==> src/rtl/sort_pkg.sv <==
// Shared constants for the set-less-than based sort controller.
// State encodings are plain localparams so older code can match on the raw values.
package sort_pkg;

    localparam int SORT_DEPTH = 8;

    localparam logic [1:0] ST_IDLE  = 2'd0;
    localparam logic [1:0] ST_SORT  = 2'd1;
    localparam logic [1:0] ST_DRAIN = 2'd2;

endpackage

==> src/rtl/slt32.sv <==
// Unsigned 32-bit set-less-than: res = 1 when a < b, else 0. Purely combinational.
module slt32 (
    input  logic [31:0] a,
    input  logic [31:0] b,
    output logic [31:0] res
);

    assign res = {31'd0, (a < b)};

endmodule

==> src/rtl/slt_sort_ctrl.sv <==
// Loads up to DEPTH words, bubble-sorts them one slt32 compare per cycle, then streams them out.
// Sort takes passes*(count-1) cycles; out_data/out_last hold while out_valid & !out_ready.
module slt_sort_ctrl
    import sort_pkg::*;
#(
    parameter int DEPTH = SORT_DEPTH,
    parameter int CW    = 5
) (
    input  logic          clk,
    input  logic          rst_n,
    input  logic          in_valid,
    input  logic [31:0]   in_data,
    output logic          in_ready,
    input  logic          start,
    output logic          busy,
    output logic [CW-1:0] count,
    output logic          out_valid,
    output logic [31:0]   out_data,
    output logic          out_last,
    input  logic          out_ready,
    output logic          done
);

    localparam int AW = (DEPTH > 1) ? $clog2(DEPTH) : 1;

    logic [1:0]    state;
    logic [CW-1:0] idx;
    logic [CW-1:0] pass;
    logic [CW-1:0] rd;
    logic          swapped;
    logic          done_r;

    logic [31:0]   mem [DEPTH];

    logic [AW-1:0] ia;
    logic [AW-1:0] ib;
    logic [31:0]   cmp_a;
    logic [31:0]   cmp_b;
    logic [31:0]   cmp_res;
    logic          swap_now;
    logic          accept;
    logic          sorting;
    logic          pass_end;
    logic          rd_last;

    // The comparator always looks at the adjacent pair at idx; results only matter in SORT.
    assign ia    = idx[AW-1:0];
    assign ib    = ia + AW'(1);
    assign cmp_a = mem[ib];
    assign cmp_b = mem[ia];

    slt32 u_slt (
        .a   (cmp_a),
        .b   (cmp_b),
        .res (cmp_res)
    );

    assign swap_now = (cmp_res == 32'd1);
    assign sorting  = (state == ST_SORT) && (count != CW'(1));
    assign pass_end = (idx == count - CW'(2));
    assign rd_last  = (rd == count - CW'(1));

    assign in_ready  = (state == ST_IDLE) && (count < CW'(DEPTH));
    assign accept    = in_valid && in_ready;
    assign busy      = (state != ST_IDLE);
    assign out_valid = (state == ST_DRAIN);
    assign out_data  = out_valid ? mem[rd[AW-1:0]] : 32'd0;
    assign out_last  = out_valid && rd_last;
    assign done      = done_r;

    // Buffer is flops so a swap can write both neighbours in one edge; never reset.
    always_ff @(posedge clk) begin
        if (rst_n) begin
            if (accept) begin
                mem[count[AW-1:0]] <= in_data;
            end else if (sorting && swap_now) begin
                mem[ia] <= cmp_a;
                mem[ib] <= cmp_b;
            end
        end
    end

    always_ff @(posedge clk) begin
        if (!rst_n) begin
            state   <= ST_IDLE;
            count   <= '0;
            idx     <= '0;
            pass    <= '0;
            rd      <= '0;
            swapped <= 1'b0;
            done_r  <= 1'b0;
        end else begin
            done_r <= 1'b0;
            case (state)
                ST_IDLE: begin
                    if (accept) begin
                        count <= count + CW'(1);
                    end
                    if (start && (count != '0)) begin
                        state   <= ST_SORT;
                        idx     <= '0;
                        pass    <= '0;
                        swapped <= 1'b0;
                    end
                end
                ST_SORT: begin
                    if (count == CW'(1)) begin
                        state <= ST_DRAIN;
                    end else if (pass_end) begin
                        // A clean pass or the final permitted pass ends the sort.
                        if (!(swapped || swap_now) || (pass == count - CW'(2))) begin
                            state <= ST_DRAIN;
                        end else begin
                            idx     <= '0;
                            pass    <= pass + CW'(1);
                            swapped <= 1'b0;
                        end
                    end else begin
                        idx     <= idx + CW'(1);
                        swapped <= swapped || swap_now;
                    end
                end
                ST_DRAIN: begin
                    if (out_ready) begin
                        if (rd_last) begin
                            state  <= ST_IDLE;
                            count  <= '0;
                            rd     <= '0;
                            done_r <= 1'b1;
                        end else begin
                            rd <= rd + CW'(1);
                        end
                    end
                end
                default: begin
                    state <= ST_IDLE;
                end
            endcase
        end
    end

endmodule

==> config.mk <==
export PLATFORM = sky130hd
export DESIGN_NAME = slt_sort_ctrl
export DESIGN_NICKNAME = d
export VERILOG_FILES = /design/src/rtl/sort_pkg.sv /design/src/rtl/slt32.sv /design/src/rtl/slt_sort_ctrl.sv
export SDC_FILE = /design/constraint.sdc
export NUM_CORES = 1
export LEC_CHECK = 0
export CORE_MARGIN = 2
export CORE_UTILIZATION = 25
export CTS_BUF_LIST = sky130_fd_sc_hd__clkbuf_16
export DETAILED_ROUTE_END_ITERATION = 12
export GPL_TIMING_DRIVEN = 1
export PLACE_DENSITY = 0.39
export SYNTH_ARGS = -nofsm -noshare
export SYNTH_HDL_FRONTEND = slang
export SYNTH_SLANG_ARGS = --single-unit
==> constraint.sdc <==
create_clock -name clk -period 8.6 [get_ports clk]
set_clock_uncertainty 0.05 [all_clocks]
set_input_delay 1.72 -clock clk [delete_from_list [all_inputs] [get_ports clk]]
set_output_delay 1.72 -clock clk [all_outputs]
set_load 0.05 [all_outputs]
==> results of run 1 <==
layout make-up:
| class | instances | area, µm² |
|---|---|---|
| tap | 978 | 1220 |
| clock inverter | 28 | 158 |
| inverter | 12 | 45.0 |
| sequential | 286 | 8310 |
| multi-input combinational | 994 | 10400 |
| timing repair buffer | 129 | 1160 |
| clock buffer | 40 | 1000 |
| fill | 7688 | 53500 |
registers in the layout (all words and copies together), names as in the netlist, named ones only:
signal	flops
state	2
rd	5
pass	5
done	1
idx	5
mem	256
swapped	1
count	5
worst paths after layout:
kind | end | from | slack (ns) | cells past startpoint
worst min register to register | swapped | swapped | 0.48 | 1
worst max register to register | mem[5][20] | idx[0] | 1.42 | 15
worst min-delay path | swapped | swapped | 0.48 | 1
worst max-delay path | mem[5][20] | idx[0] | 1.42 | 15
critical path, stage by stage (launching register included):
cell	delay, ns
dfxtp_4	0.68
ha_1	0.32
xor2_1	0.45
nand2_2	0.78
o22ai_1	0.41
or2_2	0.20
ha_1	0.26
a2111oi_0	0.45
o221ai_1	0.23
o211ai_1	0.27
o211ai_1	0.32
nor3_4	0.39
buf_4	0.76
and3_2	0.31
o21bai_4	0.34
buf_4	0.53
layer usage:
| metal | track usage (%) | up-vias |
|---|---|---|
| met2 | 29.5 | 258 |
| met5 | 0 | - |
| li1 | - | 5762 |
| met3 | 2.14 | 87 |
| met4 | 4.81 | 0 |
| met1 | 23.1 | 6870 |
placed cells by master (no fill, tap or decap), drive strengths merged, types with 4 or more instances in the layout:
cell type        n
xor2            12
o21bai           7
nand2b           7
a21oi           17
nand2           34
and3             8
clkbuf          40
nor3            12
nor2            56
mux2i          478
a21o             5
a32oi            4
and2             4
dfxtp           30
nand4            6
nand3           17
o22ai           65
xnor2            8
a31oi            4
o21ai           11
ha              41
clkinv          11
inv             25
edfxtp         256
mux4           130
or2             32
buf             51
and4             4
clkdlybuf4s50   78
kinds of logic after synthesis:
group,after synthesis
mux,610
flops,286
simple gates,186
xor+xnor,22
buf+inv,122
compound gates,135
fa+ha+maj,41
through the flow:
stage	util, %	total power, µW
floorplan	-	2040
global placement	27.9	2280
detailed placement	27.9	2280
CTS	29.5	3820
global route	29.5	3920
finish	29.5	3760
power by group:
part	leakage [µW]	total, µW	switching [µW]	internal [µW]
clock	0.000604	1510	643	868
sequential	0.00256	1600	44.0	1560
combinational	0.00367	645	392	253
==> metrics.md, run 1 <==
| Metric | Value |
|---|---|
| GRT overflow | 0 |
| Total clock sinks | 286 |
| Worst-Margin Slew | 1.13 ns |
| Post-Synth Adder-Cell Area | 2.68% |
| Uppermost layer routed | met4 |
| Max IR drop VDD | 107 µV |
| Number of cells after detailed placement | 2399 |
| Post-Syn Nets | 1480 |
| Cells after Synth | 1402 |
| Htree depth | 2 |
| Final HPWL from detailed placement | 42100 µm |
| Post-DR vias/cell | 5.26 |
| Design Area, Final | 22300 µm² |
| First-pass GRT wire length | 98800 µm |
| Post-CTS setup repair buffer count | 0 |
| Vias | 13000 |
| Status | complete, no violations |
| Layout Cells excl Fill | 2467 |
| Initial core utilization | 25.2% |
| Setup TNS | 0 ns |
| Pwr per Cell Area | 168 nW/µm² |
| Worst Path Max Fanout | 40 |
| Top FF cell, synth | edfxtp_1 |
| Setup Viol. Count Final | 0 |
| Biggest area consumer among synthesized cells | edfxtp_1 |
| WL per Instance | 27.6 µm |
| Placed instance area | 21200 µm² |
| Met2 routed WL | 33200 µm |
| Post-route setup slack | 1.42 ns |
| Ports | 79 |
| Final ANT Viol Nets | 0 |
| Post-synthesis simple-gate area fraction | 4.95% |
| CP Capture Type | register |
| YS warnings | 0 |
| Post-layout min period | 7.18 ns |
| Post-synthesis xor/xnor area fraction | 1.15% |
| Critical path arrival | 7.32 ns |
| PostCTS Resize Cnt | 0 |
| Drt pass-1 iters | 5 |
| CTS tree | built |
| CP startpoint kind | register |
| RSZ-0062 raised after global routing | no |
| Die height | 281 µm |
| Syn-to-layout area delta | 16.9% |
| Clock slew at reported path FFs | 0.07 ns |
| Met3 wire len | 2160 µm |
| Hold_buf cts | 0 |
| Synth Area in Compound Gates | 4.63% |
| P_leak | 0.00683 µW |
| DRT iter0 DRCs | 867 |
| Antenna diodes | 0 |
| GRT Util Overall | 17.3% |
| Post-synthesis sequential area ratio | 43.4% |
| Number of port buffers | 78 |
| Nets@finish | 1539 |
| Type of the worst setup path | reg2reg |
| Post-synth EDFFs | 256 |
| Fmax achieved | 0.139 GHz |
| Antenna violations before repair | 0 |
| DRT met1 WL | 31100 µm |
| Top cell type's share of synthesized area | 40.2% |
| Commonest cells in the netlist | mux2i_1 (473), edfxtp_1 (256), mux4_2 (130) |
| Largest cells by area after synthesis | edfxtp_1 (40%), mux2i_1 (25%), mux4_2 (15%) |
| Fin. max-slew vios | 0 |
| Core Region | 75800 µm² |
| MaxCap Viol Count | 0 |
| Clock latency on the worst-skew pair | 0.55 ns |
| Die ar. | 78700 µm² |
| Vias in the first global route | 13800 |
| CTS Buffer Depth | 3 |
| Final count of hold timing violations | 0 |
| Synth unique cells | 54 |
| Layout cells sized above 1 | 20.4% |
| Final period util | 83.5% |
| CTS Buf Count | 38 |
| Avg Cell Area, Syn | 13.6 µm² |
| Register bit total from synthesis | 286 |
| Post-synthesis async set-or-reset flop share | 0% |
| Detailed Route WL | 68200 µm |
| DRC errors left | 0 |
| Largest family of logic cells by synthesized area | multiplexers |
| Req. time, crit path | 8.74 ns |
| Root Driver | clkbuf_16 |
| Die W | 281 µm |
| Post-synthesis mux area share | 40.6% |
| Pre-CTS setup slack | 1.43 ns |
| RePlAce Congestion | 0.771 |
| Core Rows | 101 |
| WHS | 0.482 ns |
| Largest net degree at the start of global routing | 49 |
| Most frequent cell after synthesis | mux2i_1 |
| Slew headroom | 24.2% |
| HP Class | reg2reg |
| Synthesized area | 19100 µm² |
Note: power is estimated with default switching activity, not from simulation.
==> run 2, diff against run 1 <==
==> constraint.sdc (replaced) <==
create_clock -name clk -period 6.8 [get_ports clk]
set_clock_uncertainty 0.05 [all_clocks]
set_input_delay 1.36 -clock clk [delete_from_list [all_inputs] [get_ports clk]]
set_output_delay 1.36 -clock clk [all_outputs]
set_load 0.05 [all_outputs]
==> metrics.md, run 2 (synthesized netlist as in run 1, its figures left out) <==
| Metric | Value |
|---|---|
| HP Class | reg2reg |
| Htree depth | 2 (unchanged) |
| Type of the worst setup path | reg2reg |
| Total power draw | 4800 µW (+28%) |
| Clock slew at reported path FFs | 0.06 ns (about the same) |
| WL per Instance | 28.1 µm (+1.7%) |
| Core Region | 75800 µm² (unchanged) |
| Pwr per Cell Area | 211 nW/µm² (+25%) |
| Worst Path Max Fanout | 137 (+240%) |
| Met3 wire len | 2560 µm (+19%) |
| CP top delay family | buffers and inverters |
| Max IR drop VDD | 136 µV (+27%) |
| Number of port buffers | 78 (unchanged) |
| Total clock sinks | 286 (unchanged) |
| Slew headroom | 6.38% (-18 points) |
| Drt pass-1 iters | 7 (+2) |
| Initial core utilization | 25.2% (unchanged) |
| DRT met1 WL | 32300 µm (+3.7%) |
| Syn-to-layout area delta | 19.2% |
| RePlAce Congestion | 0.767 (-0.52%) |
| Buffer and inverter count on the worst path | 3 (+1) |
| Antenna violations before repair | 0 (unchanged) |
| Post-CTS setup repair buffer count | 0 (unchanged) |
| Uppermost layer routed | met4 |
| Fmax achieved | 0.164 GHz (+18%) |
| CTS tree | built |
| Layout cells sized above 1 | 21.8% (+1.4 points) |
| Final ANT Viol Nets | 0 (unchanged) |
| Die W | 281 µm (unchanged) |
| Vias in the first global route | 13700 (-0.94%) |
| Core Rows | 101 (unchanged) |
| Largest reg by FF count | mem |
| CP Capture Type | register |
| DRT iter0 DRCs | 970 (+12%) |
| Setup Viol. Count Final | 0 (unchanged) |
| Antenna diodes | 0 (unchanged) |
| Post-layout min period | 6.11 ns (-1.07 ns) |
| Status | complete, no violations |
| First-pass GRT wire length | 101000 µm (+2.2%) |
| GRT overflow | 0 (unchanged) |
| Detailed Route WL | 70000 µm (+2.7%) |
| Met2 routed WL | 33600 µm (+1.1%) |
| Ports | 79 (unchanged) |
| Req. time, crit path | 7.01 ns (-1.73 ns) |
| Final HPWL from detailed placement | 42600 µm (+1.3%) |
| MaxCap Viol Count | 0 (unchanged) |
| Hold_buf cts | 0 (unchanged) |
| PostCTS Resize Cnt | 0 (unchanged) |
| Final period util | 89.9% (+6.4 points) |
| Largest net degree at the start of global routing | 138 (+180%) |
| Die ar. | 78700 µm² (unchanged) |
| DRC errors left | 0 (unchanged) |
| Die height | 281 µm (unchanged) |
| Crit path largest cell delay | 0.72 ns (-0.06 ns) |
| CTS Buf Count | 38 (unchanged) |
| Fin. max-slew vios | 0 (unchanged) |
| Vias | 13000 (+0.43%) |
| Max reg flops | 256 (unchanged) |
| CP startpoint kind | register |
| Worst path cell trace | buf_12 -> mux2i_1 -> o22ai_1 -> or2_2 -> ha_1 -> a21oi_1 -> o21ai_0 -> a221oi_1 -> o211ai_1 -> nor3_4 -> buf_4 -> buf_4 -> mux2i_1 -> mux2i_1 |
| Nets@finish | 1566 (+1.8%) |
| Final count of hold timing violations | 0 (unchanged) |
| Commonest non-fill, non-tap cells in the layout | mux2i_1 (473), edfxtp_1 (256), mux4_2 (130) |
| RSZ-0062 raised after global routing | no |
| Post-DR vias/cell | 5.23 (-0.54%) |
| P_leak | 0.00702 µW (+2.8%) |
| Clock latency on the worst-skew pair | 0.56 ns (about the same) |
| CTS Buffer Depth | 3 (unchanged) |
| Worst path most repeated cell | mux2i_1 |
| Setup TNS | 0 ns (unchanged) |
| GRT Util Overall | 17.8% (+0.50 points) |
| Commonest non-fill, non-tap cell in the layout | mux2i_1 |
| CP max stage cell | mux2i_1 |
| Worst-Margin Slew | 1.40 ns (+0.271 ns) |
| Critical path arrival | 6.32 ns (-1.00 ns) |
| Root Driver | clkbuf_16 |
-- run 2: path summary, 6_finish.rpt --
check	startpoint	to	slack [ns]	depth (start not counted)
hold / removal	swapped	swapped	0.48	1
hold reg to reg	swapped	swapped	0.48	1
setup reg to reg	idx[0]	mem[3][6]	0.69	14
setup / recovery	idx[0]	mem[3][6]	0.69	14
-- run 2: layer usage --
metal | up-vias | GRT usage, %
li1 | 5810 | -
met1 | 6840 | 24.2
met2 | 294 | 29.6
met3 | 89 | 2.51
met4 | 0 | 4.73
met5 | - | 0
-- run 2: power by group --
part | internal, µW | total [µW] | switching [µW]
clock | 1110 | 1920 | 812
combinational | 345 | 854 | 509
sequential | 1970 | 2020 | 52.1
total | 3420 | 4800 | 1370
-- run 2: area by class of cell --
| class | instances | area, µm² |
|---|---|---|
| multi-input combinational | 994 | 10400 |
| clock inverter | 26 | 165 |
| inverter | 12 | 45.0 |
| clock buffer | 39 | 976 |
| sequential | 286 | 8310 |
| fill | 7625 | 53000 |
| tap | 978 | 1220 |
| timing repair buffer | 156 | 1620 |
-- run 2: metrics by stage --
| step | setup slack (ns) | utilization [%] | std cells | instance area (µm²) | hold WS [ns] |
|---|---|---|---|---|---|
| final | 0.689 | 30.0 | 2491 | 22800 | 0.481 |
| after global routing | 0.196 | 30.0 | 2491 | 22800 | 0.517 |
| after CTS | 0.740 | 30.0 | 2491 | 22800 | 0.484 |
| after detailed placement | 0.750 | 28.5 | 2426 | 21600 | 0.464 |
| after global placement | 0.837 | 28.5 | 2426 | 21600 | 0.460 |
| after floorplan | 0.0439 | - | 1402 | 19100 | 0.437 |
==> run 3, diff against run 2 <==
--- a/config.mk
+++ b/config.mk
@@ -9,7 +9,6 @@
 export CORE_UTILIZATION = 25
 export CTS_BUF_LIST = sky130_fd_sc_hd__clkbuf_16
 export DETAILED_ROUTE_END_ITERATION = 12
-export GPL_TIMING_DRIVEN = 1
 export PLACE_DENSITY = 0.39
 export SYNTH_ARGS = -nofsm -noshare
 export SYNTH_HDL_FRONTEND = slang
==> results of run 3 <==
Same layout as run 2: the final DEF is identical, and so are final timing and power.
